## src/rtl/instr_fetch_decode.sv

```systemverilog
// PDP-8 fetch/decode stage: owns the PC, fetches one word per instruction, resolves the EA and drives opcode structs to EXEC.
// Optional build macro DECODE_HALT_EN: HLT and IOT words park the stage in HALT until reset.
package instr_fetch_decode_pkg;
  typedef struct packed {
    logic        AND;
    logic        TAD;
    logic        ISZ;
    logic        DCA;
    logic        JMS;
    logic        JMP;
    logic [11:0] mem_inst_addr;
  } pdp_mem_opcode_s;

  typedef struct packed {
    logic NOP;
    logic CLA;
    logic CLA_CLL;
    logic HLT;
  } pdp_op7_opcode_s;
endpackage

module instr_fetch_decode
  import instr_fetch_decode_pkg::*;
#(
  parameter logic [11:0] START_ADDR = 12'o200
) (
  input  logic            clk,
  input  logic            reset_n,
  input  logic            stall,
  input  logic            exec_PC_load,
  input  logic [11:0]     exec_PC_value,
  output logic            ifu_rd_req,
  output logic [11:0]     ifu_rd_addr,
  input  logic [11:0]     ifu_rd_data,
  output logic [11:0]     base_addr,
  output logic [11:0]     PC_value,
  output logic            decode_valid,
  output pdp_mem_opcode_s pdp_mem_opcode,
  output pdp_op7_opcode_s pdp_op7_opcode,
  output logic            halted
);

  localparam logic [2:0] FETCH_REQ    = 3'd0;
  localparam logic [2:0] FETCH_WAIT   = 3'd1;
  localparam logic [2:0] DECODE       = 3'd2;
  localparam logic [2:0] IND_REQ      = 3'd3;
  localparam logic [2:0] IND_WAIT     = 3'd4;
  localparam logic [2:0] WAIT_STALL   = 3'd5;
  localparam logic [2:0] WAIT_UNSTALL = 3'd6;
`ifdef DECODE_HALT_EN
  localparam logic [2:0] HALT         = 3'd7;
`endif

  logic [2:0]      state_q, state_d;
  logic [11:0]     pc_q, pc_d;
  logic            rd_req_q, rd_req_d;
  logic [11:0]     rd_addr_q, rd_addr_d;
  logic [11:0]     ir_q, ir_d;
  pdp_mem_opcode_s mem_q, mem_d;
  pdp_op7_opcode_s op7_q, op7_d;
  logic            dv_q, dv_d;
  logic [11:0]     ea_direct;
`ifdef DECODE_HALT_EN
  logic            halted_q, halted_d;
`endif

  function automatic pdp_mem_opcode_s dec_mem(input logic [2:0] op, input logic [11:0] ea);
    pdp_mem_opcode_s m;
    m = '0;
    case (op)
      3'd0: m.AND = 1'b1;
      3'd1: m.TAD = 1'b1;
      3'd2: m.ISZ = 1'b1;
      3'd3: m.DCA = 1'b1;
      3'd4: m.JMS = 1'b1;
      3'd5: m.JMP = 1'b1;
      default: ;
    endcase
    if (op <= 3'd5) m.mem_inst_addr = ea;
    return m;
  endfunction

  // Only these exact microcoded words are recognised; every other 6xxx/7xxx word decodes to all-zero.
  function automatic pdp_op7_opcode_s dec_op7(input logic [11:0] w);
    pdp_op7_opcode_s o;
    o = '0;
    case (w)
      12'o7000: o.NOP     = 1'b1;
      12'o7200: o.CLA     = 1'b1;
      12'o7300: o.CLA_CLL = 1'b1;
      12'o7402: o.HLT     = 1'b1;
      default: ;
    endcase
    return o;
  endfunction

  always_comb begin
    state_d   = state_q;
    pc_d      = pc_q;
    rd_req_d  = 1'b0;
    rd_addr_d = rd_addr_q;
    ir_d      = ir_q;
    mem_d     = mem_q;
    op7_d     = op7_q;
    dv_d      = 1'b0;
`ifdef DECODE_HALT_EN
    halted_d  = halted_q;
`endif
    ea_direct = ir_q[7] ? {pc_q[11:7], ir_q[6:0]} : {5'b0, ir_q[6:0]};
    case (state_q)
      FETCH_REQ: begin
        rd_req_d  = 1'b1;
        rd_addr_d = pc_q;
        state_d   = FETCH_WAIT;
      end
      // rd_req_q is high in the first FETCH_WAIT cycle; data arrives the cycle after it drops.
      FETCH_WAIT: begin
        if (!rd_req_q) begin
          ir_d    = ifu_rd_data;
          state_d = DECODE;
        end
      end
      DECODE: begin
`ifdef DECODE_HALT_EN
        if (ir_q[11:9] == 3'd6 || ir_q == 12'o7402) begin
          halted_d = 1'b1;
          state_d  = HALT;
        end else
`endif
        if (ir_q[11:9] <= 3'd5 && ir_q[8]) begin
          rd_req_d  = 1'b1;
          rd_addr_d = ea_direct;
          state_d   = IND_REQ;
        end else begin
          mem_d   = dec_mem(ir_q[11:9], ea_direct);
          op7_d   = dec_op7(ir_q);
          dv_d    = 1'b1;
          state_d = WAIT_STALL;
        end
      end
      IND_REQ: state_d = IND_WAIT;
      IND_WAIT: begin
        mem_d   = dec_mem(ir_q[11:9], ifu_rd_data);
        op7_d   = '0;
        dv_d    = 1'b1;
        state_d = WAIT_STALL;
      end
      WAIT_STALL: begin
        if (stall) state_d = WAIT_UNSTALL;
      end
      WAIT_UNSTALL: begin
        if (!stall) begin
          pc_d    = exec_PC_load ? exec_PC_value : pc_q + 12'd1;
          mem_d   = '0;
          op7_d   = '0;
          state_d = FETCH_REQ;
        end
      end
`ifdef DECODE_HALT_EN
      HALT: state_d = HALT;
`endif
      default: state_d = FETCH_REQ;
    endcase
  end

  // Control and output registers: async reset aborts any fetch in flight.
  always_ff @(posedge clk or negedge reset_n) begin
    if (!reset_n) begin
      state_q   <= FETCH_REQ;
      pc_q      <= START_ADDR;
      rd_req_q  <= 1'b0;
      rd_addr_q <= '0;
      mem_q     <= '0;
      op7_q     <= '0;
      dv_q      <= 1'b0;
    end else begin
      state_q   <= state_d;
      pc_q      <= pc_d;
      rd_req_q  <= rd_req_d;
      rd_addr_q <= rd_addr_d;
      mem_q     <= mem_d;
      op7_q     <= op7_d;
      dv_q      <= dv_d;
    end
  end

  always_ff @(posedge clk) begin
    ir_q <= ir_d;
  end

`ifdef DECODE_HALT_EN
  always_ff @(posedge clk or negedge reset_n) begin
    if (!reset_n) halted_q <= 1'b0;
    else          halted_q <= halted_d;
  end
  assign halted = halted_q;
`else
  assign halted = 1'b0;
`endif

  assign ifu_rd_req     = rd_req_q;
  assign ifu_rd_addr    = rd_addr_q;
  assign base_addr      = START_ADDR;
  assign PC_value       = pc_q;
  assign decode_valid   = dv_q;
  assign pdp_mem_opcode = mem_q;
  assign pdp_op7_opcode = op7_q;

endmodule

```

## config.mk

```make
export PLATFORM = sky130hd
export DESIGN_NAME = instr_fetch_decode
export DESIGN_NICKNAME = d
export VERILOG_FILES = /design/src/rtl/instr_fetch_decode.sv
export SDC_FILE = /design/constraint.sdc
export NUM_CORES = 1
export LEC_CHECK = 0
export CORE_MARGIN = 2
export CORE_UTILIZATION = 40
export CTS_BUF_LIST = sky130_fd_sc_hd__clkbuf_2 sky130_fd_sc_hd__clkbuf_4 sky130_fd_sc_hd__clkbuf_8
export CTS_CLUSTER_SIZE = 14
export DETAILED_ROUTE_END_ITERATION = 7
export DONT_BUFFER_PORTS = 1
export PLACE_DENSITY = 0.61
export SETUP_SLACK_MARGIN = 0.15
export SYNTH_ARGS = -nofsm -noshare
export SYNTH_HDL_FRONTEND = slang
export SYNTH_SLANG_ARGS = --single-unit
```

## constraint.sdc

```tcl
create_clock -name clk -period 2.7 [get_ports clk]
set_input_delay 0.54 -clock clk [delete_from_list [all_inputs] [get_ports clk]]
set_output_delay 0.54 -clock clk [all_outputs]
set_load 0.02 [all_outputs]
```

### Word level (Yosys, flattened, before mapping)

Cells that the tools add are included.

* logic and storage cells: 82
* bits in registers: 63

* reduce and logical (&&, ||, !) cells: 10
* bitwise operators: 2
* mux-type cells: 31
* magnitude comparators: 1
* equal/unequal tests: 20
* $add $sub $neg: 1

Operator list (count)
* two-way mux 12 bit: 5
* one-hot mux 18 bit (3 select lines): 1
* equality test 12 bit, second input constant: 4
* two-way mux 18 bit: 2
* one-hot mux 12 bit (2 select lines): 1
* one-hot mux 3 bit (7 select lines): 1
* equality test 3 bit, second input constant: 5
* adder 12 x 1 -> 12 bit, second input constant: 1
* equality test 3 x 2 -> 1 bit, second input constant: 4
* two-way mux 1 bit: 12
* two-way mux 3 bit: 4
* one-hot mux 4 bit (3 select lines): 1
* != test 2 bit, second input constant: 5
* two-way mux 4 bit: 2
* equality test 3 x 1 -> 1 bit, second input constant: 2
* logical NOT 3 bit: 2
* AND reduction 2 bit: 3
* AND reduction 3 bit: 2
* one-hot mux 1 bit (2 select lines): 2
* less-or-equal comparator 3 bit, second input constant: 1
* nonzero test 3 bit: 1
* inverter 1 bit: 2
* nonzero test 2 bit: 1
* logical AND 1 bit: 1

### Depth between registers and ports, before layout

Gate-level depths: netlist of the first run.

* depth in word-level cells: 4
* mapped depth: 6
* depth with buffers taken out: 5

### Worst setup path before layout of the first run

No wires, ideal clock.

* kind: flip-flop to flip-flop
* from: register state_q[1]
* to: register ir_q[0], enable pin
* cell stages (with the launch flop): 5
* path slack: 592 ps
* period minus slack after synthesis: 2108 ps
* buffers on the path: 2
* arrival time: 1711 ps
* path through: dfrtp_1 -> clkbuf_1 -> buf_2 -> nand2b_1 -> nor3_1

* longest elaborated chain between the ends: 2

RTL lines
* from (decl): RTL line 54 `logic [2:0] state_q, state_d;`
* from (signal assigned): RTL line 177 `state_q <= state_d;`
* equality test 3 x 1 -> 1 bit: RTL line 110 `case (state_q)`
* AND reduction 2 bit (no source line)
* to (signal assigned): RTL line 188 `ir_q <= ir_d;`
* to (decl): RTL line 58 `logic [11:0] ir_q, ir_d;`

Every way passes these cells.
A chain may end at the register's enable or synchronous reset.

### Worst setup path after layout of the first run

* from: register ir_q[10]
* to: register mem_q (netlist bit pdp_mem_opcode[8])

* longest elaborated chain between the ends: 4
* elaborated cells between the ends (all ways): 8
* those cells by class: order compare: 1; eq/ne: 1; mux: 4; reduce/logical: 2

RTL lines
* less-or-equal comparator 3 bit (*): RTL line 79, 130
* two-way mux 12 bit / logical AND 1 bit (equally long branches): RTL line 79, 130
* two-way mux 18 bit / != test 2 bit (equally long branches)
* one-hot mux 18 bit (3 select lines) / AND reduction 3 bit (equally long branches)
* to (signal assigned): RTL line 181 `mem_q <= mem_d;`
* to (decl): RTL line 59 `pdp_mem_opcode_s mem_q, mem_d;`

Every way passes the cells marked *; elsewhere a longest branch is shown, timed or not. The select of a mux whose other input is x is not followed.

==> qor.txt, run 1 <==
Sequential-to-total area share from yosys stat = 51.86%
Initial antenna violation count = 0
Layout cell share with drive strength beyond 1 = 12.25%
Overall routing resource usage = 18.94%
Min Clock Period, post-route = 2.018 ns
Number of global-route vias before repair = 2096
Total wire length = 7789 um
Hold Crit Class = primary input to asynchronous set/reset pin
Via count = 2271
CP peak stage delay = 0.58 ns
First-pass GRT wire length = 12250 um
Synth-to-Final Area Change = 7.805%
Routed WL per cell = 19.28 um
Period utilization = 74.73%
Mux cell area share after synthesis = 7.567%
Crit path kind = register to register
Drt pass-1 iters = 4
Top_reg_cell synth = dfrtp_1
Post-synth EDFFs = 12
Pwr Density = 1204 nW/um^2
Rel. slew slack = 54.56%
Final Hold Fails = 0
Max Clk Rate = 0.4956 GHz
Total grt overflow = 0
CORE AREA = 7687 sq um
CTS buffer count = 9
DIE AREA = 8622 sq um
Critical Path, Cell by Cell = a21bo_4, a21oi_1, a311o_1, buf_4, o2bb2ai_1
Chip height = 92.86 um
H-tree depth = 3
Yosys top cell area share = 39.62%
Area leader, netlist = dfrtp_1
Status = complete, no violations
Clk sinks = 63
Slew Limit Fails = 0
Simple-gate share of the synthesized area = 16.68%
WP buf/inv = 1
CTS Root Cell = clkbuf_8
Largest net degree at the start of global routing = 51
Crit path max-delay family = compound AO/OA/AOI/OAI gates
Post-CTS Setup Inserts = 0
DRC viols = 0
Synth Area in Compound Gates = 16.16%
Core Util, Final = 44.29%
Ranking of synthesized cells by area = dfrtp_1 (40%), edfxtp_1 (11%), nor3b_1 (4.5%), a21oi_1 (4.4%), o2bb2ai_1 (3.6%)
Final HPWL DP = 5404 um
Post-CTS sizing = 0
Port bufs = 0
Worst-margin pin slew = 0.6816 ns
CTS clock-pin slew for the worst setup and hold paths = 0.07 ns
Number of placed I/O pins = 89
Netlist Area Pre-Place = 3158 sq um
Synth unique cells = 46
Post-DP Area = 3189 sq um
FP Rows = 32
Leak Pwr = 0.001364 uW
CTS tree = done
CTS Buffer Depth = 2
Slowest cell on crit path = a311o_1
Post-DR vias/cell = 5.621
RSZ-0062 raised after global routing = false
Nets = 326
Final setup violation count = 0
Worst Path Required = 2.96 ns
N_diodes = 0
Synth warn = 0
Adder-cell area share of the yosys netlist = 0.3962%
Hold_ws = 0.03542 ns
Syn avg cell area = 10.56 sq um
FFs w/ async S/R, synth = 80.95%
FF+latch count, synth = 63
Skew final = 0.008097 ns
Antenna viol nets, final = 0
CP Capture Type = register
Xor-xnor portion of the synthesized cell area = 0%
TNS Setup = 0 ns
Starting density of the core = 41.08%
Worst vdd ir = 0.4062 mV
Number of DRC markers in iteration 0 = 117
Syn Inst Count = 299
Type of origin of the critical path = register
Die width = 92.86 um
Worst-path maximum fanout = 12
Largest family of logic cells by synthesized area = simple AND/OR/NAND/NOR gates
Max Cap Viol = 0
CP Data Arrival Time = 2.28 ns
Clk_lat worst skew = 0.34 ns
Post-route cell area = 3405 sq um
Global placement routability congestion = 0.8218
CTS Hold Bufs = 1
==> power by group <==
group	switching (uW)	leakage, uW	internal (uW)	total [uW]
Combinational	618	0.000513	505	1120
Clock	363	0.000101	439	802
Sequential	829	0.000750	1340	2170
Total	1810	0.00136	2290	4100
==> layer usage <==
| layer | part of all wire (%) | GRT usage (%) | wire length (um) |
|---|---|---|---|
| met1 | 45 | 26.48 | 3529 |
| met5 | 0 | 0 | 0 |
| met4 | 2.0 | 8.824 | 153 |
| met2 | 44 | 25.85 | 3399 |
| met3 | 9.1 | 6.998 | 705 |
==> cells by family (layout without fill, tap and decap cells) <==
group | after synthesis | in the layout
buffers and inverters | 41 | 33
adder cells (fa/ha/maj) | 1 | 1
multiplexers | 20 | 20
AO/OA/AOI/OAI | 81 | 81
flip-flops | 63 | 63
AND/OR/NAND/NOR | 91 | 91
other | 2 | 13
==> layout by cell type, fill, tap and decap left out, types with 4 or more instances in the layout <==
cell type and instances:
nor3_1 8, conb_1 13, o2bb2ai_1 13, nand2b_1 7
nand3_1 13, a21oi_1 28, mux2i_1 10, nor3b_1 19
o21ai_0 21, nor2_1 15, nor4_1 4, mux2_4 7
nand2_1 9, dfrtp_1 50, a31oi_1 7, buf_4 7
edfxtp_1 12, inv_1 8, clkbuf_8 9
==> sequential cells by signal (all words and copies together) (netlist names) <==
| signal | cells |
|---|---|
| ifu_rd_addr | 12 |
| pdp_mem_opcode | 18 |
| ir_q | 12 |
| decode_valid | 1 |
| PC_value | 12 |
| state_q | 3 |
| ifu_rd_req | 1 |
| pdp_op7_opcode | 4 |
==> worst register-to-register path, delay by kind of cell (launching register included) <==
family / cells / cell delay (ns)
compound gates: 4 / 1.14
buf+inv: 1 / 0.32
flops: 1 / 0.49
==> path summary, 6_finish.rpt <==
path / startpoint / end / slack (ns) / depth (start not counted)
worst max-delay path: ir_q[10] / pdp_mem_opcode[8] / 0.68 / 5
worst min-delay path: reset_n / PC_value[7] / 0.04 / 0
worst max register to register: ir_q[10] / pdp_mem_opcode[8] / 0.68 / 5
worst min register to register: PC_value[7] / PC_value[7] / 0.61 / 2
max in group asynchronous: reset_n / pdp_mem_opcode[2] / 2.43 / 1
min in group clk: ifu_rd_data[7] / ir_q[7] / 0.29 / 0
==> layout make-up <==
cell class              count  area [sq um]
well taps                 102         127.6
inverters                   9         33.78
clock buffers              11         138.9
multi-input cells         206          1338
flip-flops and latches     63          1638
clock inverters             5         48.80
fillers                   758          4283
repair buffers              8         80.08
==> cells in the mapped netlist, types with 2 or more instances <==
cell type	count
nand3_1	13
a31oi_1	7
nor4b_1	2
nand2_1	9
edfxtp_1	12
nand4_1	3
mux2i_1	10
mux2_4	7
buf_2	5
nor4_1	4
and2_1	2
a2bb2oi_1	3
mux2_2	3
nor3b_1	19
clkbuf_1	11
inv_1	8
nor3_1	8
dfrtp_1	50
a21oi_1	28
buf_6	2
nor2_1	15
buf_4	13
o2bb2ai_1	13
nand2b_1	7
o21ai_0	21
o31ai_1	2
or4_1	2
conb_1	2
==> metrics by stage <==
| stage | total power, uW | std cells | setup slack [ns] |
|---|---|---|---|
| 4_1_cts | 4132 | 404 | 0.6587 |
| 6_report | 4098 | 404 | 0.6823 |
| 3_3_place_gp | 3274 | 387 | 0.7217 |
| 5_1_grt | 4365 | 404 | 0.5010 |
| 2_1_floorplan | 2975 | 310 | 0.5925 |
| 3_5_place_dp | 3300 | 387 | 0.6891 |
No activity file was read; power rests on OpenSTA's default activity.
==> inputs of run 2 (changes only) <==
==> constraint.sdc (replaced) <==
create_clock -name clk -period 2.1 [get_ports clk]
set_input_delay 0.42 -clock clk [delete_from_list [all_inputs] [get_ports clk]]
set_output_delay 0.42 -clock clk [all_outputs]
set_load 0.02 [all_outputs]
==> run 2 against run 1 <==
- global-route usage fell by 0.097 points
- sequential power grew 23%
- maximum frequency increased by 9.2%
- count of clock-buffer cells in the layout is the same
- routed wire length down 0.15%
- first-iteration DRC count grew 32%
- die area did not move
- combinational power grew 50%
- clock skew up 0.0014 ns
- final cell count increased by 2.5%
- utilization increased by 1.2 points
- via count rose by 1.5%
- largest power group unchanged
==> qor.txt, run 2 (synthesized netlist as in run 1, its figures left out) <==
N_diodes = 0 (unchanged)
Total wire length = 7777 um (was 7789 um)
DRC viols = 0 (unchanged)
First-pass GRT wire length = 12420 um (was 12250 um)
Max reg flops = 18 (unchanged)
CTS Buffer Depth = 2 (unchanged)
Post-route cell area = 3497 sq um (was 3405 sq um)
Max Cap Viol = 0 (unchanged)
Number of DRC markers in iteration 0 = 155 (was 117)
Status = complete, no violations (unchanged)
Synth-to-Final Area Change = 10.74% (was 7.805%)
FP Rows = 32 (unchanged)
CTS Root Cell = clkbuf_8 (unchanged)
Type of origin of the critical path = register (unchanged)
CTS tree = done (unchanged)
H-tree depth = 3 (unchanged)
Post-DP Area = 3262 sq um (was 3189 sq um)
Via count = 2306 (was 2271)
Number of global-route vias before repair = 2255 (was 2096)
TNS Setup = 0 ns (unchanged)
RSZ-0062 raised after global routing = false (unchanged)
Hold_ws = 0.1691 ns (was 0.03542 ns)
Slew Limit Fails = 0 (unchanged)
Pwr Density = 1541 nW/um^2 (was 1204 nW/um^2)
Post-DR vias/cell = 5.570 (was 5.621)
Final HPWL DP = 5520 um (was 5404 um)
Leak Pwr = 0.001413 uW (was 0.001364 uW)
Hold Path Cell Cnt = 0
CP Capture Type = register (unchanged)
Antenna viol nets, final = 0 (unchanged)
Starting density of the core = 41.08% (unchanged)
CORE AREA = 7687 sq um (unchanged)
Max Clk Rate = 0.5414 GHz (was 0.4956 GHz)
DIE AREA = 8622 sq um (unchanged)
Initial antenna violation count = 0 (unchanged)
Final setup violation count = 0 (unchanged)
Skew final = 0.009484 ns (was 0.008097 ns)
Period utilization = 87.96% (was 74.73%)
Nets = 336 (was 326)
Largest net degree at the start of global routing = 52 (was 51)
Routed WL per cell = 18.79 um (was 19.28 um)
Final Hold Fails = 0 (unchanged)
Overall routing resource usage = 18.84% (was 18.94%)
Most frequent cells in the layout = dfrtp_1 (50), a21oi_1 (28), o21ai_0 (21), nor3b_1 (19), buf_4 (16) (was dfrtp_1 (50), a21oi_1 (28), o21ai_0 (21), nor3b_1 (19), nor2_1 (15))
Hold Crit Class = primary input to register (was primary input to asynchronous set/reset pin)
Post-CTS Setup Inserts = 0 (unchanged)
Drt pass-1 iters = 4 (unchanged)
CTS buffer count = 9 (unchanged)
Worst Path Required = 2.33 ns (was 2.96 ns)
Worst vdd ir = 0.5863 mV (was 0.4062 mV)
Commonest non-fill, non-tap cell in the layout = dfrtp_1 (unchanged)
Port bufs = 0 (unchanged)
Worst-path maximum fanout = 22 (was 12)
Crit path kind = register to register (unchanged)
CTS clock-pin slew for the worst setup and hold paths = 0.07 ns (about the same)
Die width = 92.86 um (unchanged)
Total grt overflow = 0 (unchanged)
Number of placed I/O pins = 89 (unchanged)
CP Data Arrival Time = 2.08 ns (was 2.28 ns)
FF-to-FF path depth = 5 (unchanged)
Global placement routability congestion = 0.8261 (was 0.8218)
Clk sinks = 63 (unchanged)
Clk_lat worst skew = 0.34 ns (about the same)
Layout cell share with drive strength beyond 1 = 14.74% (was 12.25%)
Chip height = 92.86 um (unchanged)
Min Clock Period, post-route = 1.847 ns (was 2.018 ns)
[run 2: worst paths after layout]
path,start,end,slack (ns)
setup / recovery,ir_q[10],pdp_op7_opcode[2],0.25
hold / removal,ifu_rd_data[1],ir_q[1],0.17
setup reg to reg,ir_q[10],pdp_op7_opcode[2],0.25
hold reg to reg,PC_value[3],PC_value[3],0.63
max in group asynchronous,reset_n,PC_value[7],1.22
min in group asynchronous,reset_n,ifu_rd_addr[10],0.60
[run 2: routing by layer]
layer / global-route usage (%) / vias to the layer above / wire length [um]
li1: - / 1095 / -
met5: 0 / - / 0
met1: 25.41 / 1113 / 3408
met4: 7.598 / 0 / 163
met3: 7.567 / 16 / 755
met2: 26.99 / 82 / 3450
[run 2: power breakdown]
group / internal (uW) / total, uW / switching, uW
sequential: 1730 / 2660 / 928
clock: 582 / 1050 / 463
combinational: 733 / 1680 / 952
[run 2: metrics by stage]
step	setup slack (ns)	instances	power, uW	utilization, %
3_5_place_dp	0.2735	396	4338	42.43
6_report	0.2529	414	5390	45.49
3_3_place_gp	0.3122	396	4295	42.43
4_1_cts	0.2632	414	5415	45.43
2_1_floorplan	0.3546	310	3831	-
5_1_grt	0.1576	414	5754	45.49
[run 2: area by class of cell]
class | count | area [sq um]
fillers | 760 | 4190
flip-flops and latches | 63 | 1638
multi-input cells | 206 | 1348
repair buffers | 18 | 157.7
clock buffers | 11 | 145.1
well taps | 102 | 127.6
clock inverters | 5 | 47.55
inverters | 9 | 33.78
[run 2: timing repair]
action,CTS,global route
endpoints found under the hold margin,51,0
resized for setup,0,1
hold buffers,2,0
endpoints found under the setup margin,0,1
[run 2: critical path, stage by stage, from the launching register on]
cell      delay (ns)
edfxtp_1        0.49
a21bo_4         0.28
a21oi_1         0.14
a311o_1         0.13
buf_4           0.31
mux2_2          0.38
==> inputs of run 3 (changes only) <==
--- a/config.mk
+++ b/config.mk
@@ -12,7 +12,6 @@
 export DETAILED_ROUTE_END_ITERATION = 7
 export DONT_BUFFER_PORTS = 1
 export PLACE_DENSITY = 0.61
-export SETUP_SLACK_MARGIN = 0.15
 export SYNTH_ARGS = -nofsm -noshare
 export SYNTH_HDL_FRONTEND = slang
 export SYNTH_SLANG_ARGS = --single-unit
==> run 3 against run 2 <==
- power about the same
- combinational power about the same
- non-clock buffer count unchanged
- final cell count did not move
- global-route usage unchanged
- maximum frequency is 0.20% lower
- sequential share of layout area up 0.067 points
- flip-flop and latch count did not move
- register-to-register slack hardly changed
- final area fell by 0.14%
- largest cell class unchanged
- highest routed layer unchanged
==> qor.txt, run 3 (synthesized netlist as in run 1, its figures left out) <==
Antenna viol nets, final = 0 (unchanged)
Final Non-Filler Cells = 414 (unchanged)
Critical Path Source = ir_q[10] (unchanged)
Min-Delay Startpoint = ifu_rd_data[10] (was ifu_rd_data[1])
DRC viols = 0 (unchanged)
Worst vdd ir = 0.5892 mV (was 0.5863 mV)
CP Capture Type = register (unchanged)
Port bufs = 0 (unchanged)
Max Cap Viol = 0 (unchanged)
Starting density of the core = 41.08% (unchanged)
Flop pwr share = 49.4% (about the same)
Post-DR vias/cell = 5.592 (was 5.570)
CTS clock-pin slew for the worst setup and hold paths = 0.07 ns (about the same)
Clk sinks = 63 (unchanged)
FP Rows = 32 (unchanged)
Via count = 2315 (was 2306)
NetSw = 2346 uW (was 2343 uW)
Fillcell total = 761 (was 760)
Max reg flops = 18 (unchanged)
CTS tree = done (unchanged)
Pint = 3045 uW (was 3046 uW)
N_diodes = 0 (unchanged)
Number of global-route vias before repair = 2255 (unchanged)
Post-CTS Setup Inserts = 0 (unchanged)
Worst-path maximum fanout = 22 (unchanged)
Pre-CTS setup slack = 0.2735 ns (unchanged)
CTS Buffer Depth = 2 (unchanged)
Post-CTS sizing = 0 (unchanged)
Most frequent cells in the layout = dfrtp_1 (50), a21oi_1 (28), o21ai_0 (21), nor3b_1 (19), buf_4 (16) (unchanged)
Switching Share = 43.52% (was 43.48%)
RSZ-0062 raised after global routing = false (unchanged)
Hold Path Cell Cnt = 0 (unchanged)
Logic pwr share = 31.2% (was 31.3%)
Initial antenna violation count = 0 (unchanged)
DIE AREA = 8622 sq um (unchanged)
Drt pass-1 iters = 4 (unchanged)
Final Hold Fails = 0 (unchanged)
Synth-to-Final Area Change = 10.58% (was 10.74%)
Overall routing resource usage = 18.84% (unchanged)
Slew Limit Fails = 0 (unchanged)
Die width = 92.86 um (unchanged)
Placed cell count = 396 (unchanged)
Global placement routability congestion = 0.8261 (unchanged)
Largest net degree at the start of global routing = 52 (unchanged)
Worst R2R Setup Slack = 0.25 ns (about the same)
Nets = 336 (unchanged)
Critical Path, Cell by Cell = a21bo_4, a21oi_1, a311o_1, buf_4, mux2_2 (unchanged)
Status = complete, no violations (unchanged)
Chip height = 92.86 um (unchanged)
CTS buffer count = 9 (unchanged)
Worst Path Required = 2.33 ns (about the same)
Hold endpoint = ir_q[10] (was ir_q[1])
TNS Setup = 0 ns (unchanged)
Period utilization = 88.14% (was 87.96%)
Final HPWL DP = 5520 um (unchanged)
Max Clk Rate = 0.5403 GHz (was 0.5414 GHz)
Number of DRC markers in iteration 0 = 152 (was 155)
CP peak stage delay = 0.50 ns (was 0.49 ns)
Slowest cell on crit path = edfxtp_1 (unchanged)
Clk_lat worst skew = 0.34 ns (about the same)
Leak Pwr = 0.001413 uW (about the same)
CORE AREA = 7687 sq um (unchanged)
Layout cell share with drive strength beyond 1 = 14.74% (unchanged)
Total wire length = 7786 um (was 7777 um)
Type of origin of the critical path = register (unchanged)
FF-to-FF path depth = 5 (unchanged)
Min Clock Period, post-route = 1.851 ns (was 1.847 ns)
Commonest non-fill, non-tap cell in the layout = dfrtp_1 (unchanged)
Skew final = 0.01148 ns (was 0.009484 ns)
CP Data Arrival Time = 2.08 ns (about the same)
Routed WL per cell = 18.81 um (was 18.79 um)
Number of placed I/O pins = 89 (unchanged)
Clock power share = 19.4% (about the same)
H-tree depth = 3 (unchanged)
Crit path kind = register to register (unchanged)
Final setup violation count = 0 (unchanged)
Hold Crit Class = primary input to register (unchanged)
Total grt overflow = 0 (unchanged)
Final WS setup = 0.2492 ns (was 0.2529 ns)
Worst reg2reg path endpoint = pdp_op7_opcode[2] (unchanged)
FF-to-FF Start = ir_q[10] (unchanged)
CTS Root Cell = clkbuf_8 (unchanged)
CTS Hold Bufs = 2 (unchanged)
Pwr Density = 1544 nW/um^2 (was 1541 nW/um^2)
First-pass GRT wire length = 12420 um (unchanged)
-- run 3: cell counts in the layout (fill, tap and decap cells not counted) --
No cell type changed its count.
-- run 3: how the worst max path moves through the flow --
stage	to	slack, ns	cells past startpoint
after global routing	PC_value[7]	0.14	4
after floorplan	ir_q[0]	0.35	4
after detailed placement	pdp_op7_opcode[3]	0.27	5
final	pdp_op7_opcode[2]	0.25	5
after global placement	pdp_op7_opcode[1]	0.31	5
after CTS	pdp_op7_opcode[3]	0.26	5
-- run 3: through the flow --
stage / hold slack [ns] / total power [uW] / util [%] / area (sq um)
after floorplan: 0.1244 / 3831 / - / 3204
after global placement: 0.1269 / 4295 / 42.43 / 3262
after detailed placement: 0.1275 / 4338 / 42.43 / 3262
after CTS: 0.1582 / 5415 / 45.43 / 3492
after global routing: 0.1540 / 5751 / 45.43 / 3492
final: 0.1666 / 5391 / 45.43 / 3492
-- run 3: final cells by class --
class | count | area, sq um | share of cell area [%]
clock buffer | 11 | 145.1 | 4.156
multi-input combinational | 206 | 1343 | 38.45
inverter | 9 | 33.78 | 0.9674
clock inverter | 5 | 47.55 | 1.362
sequential | 63 | 1638 | 46.90
tap | 102 | 127.6 | 3.655
timing repair buffer | 18 | 157.7 | 4.515
-- run 3: worst max-delay path: cells and delay by family, from the launching register on --
family	cells	cell delay (ns)
mux	1	0.38
flops	1	0.50
buf+inv	1	0.31
compound gates	3	0.55
-- run 3: layer usage --
layer	global-route usage [%]	wire, um	share of wire, %
met1	25.41	3472	45
met2	26.99	3454	44
met3	7.567	711	9.1
met4	7.598	148	1.9
met5	0	0	0
-- run 3: power by group through the flow --
stage               Combinational, uW  Sequential [uW]  Clock [uW]
global route                     1890             2750        1110
finish                           1680             2660        1050
detailed placement               1640             2690           0
floorplan                        1310             2520           0
CTS                              1680             2670        1060
global placement                 1610             2680           0
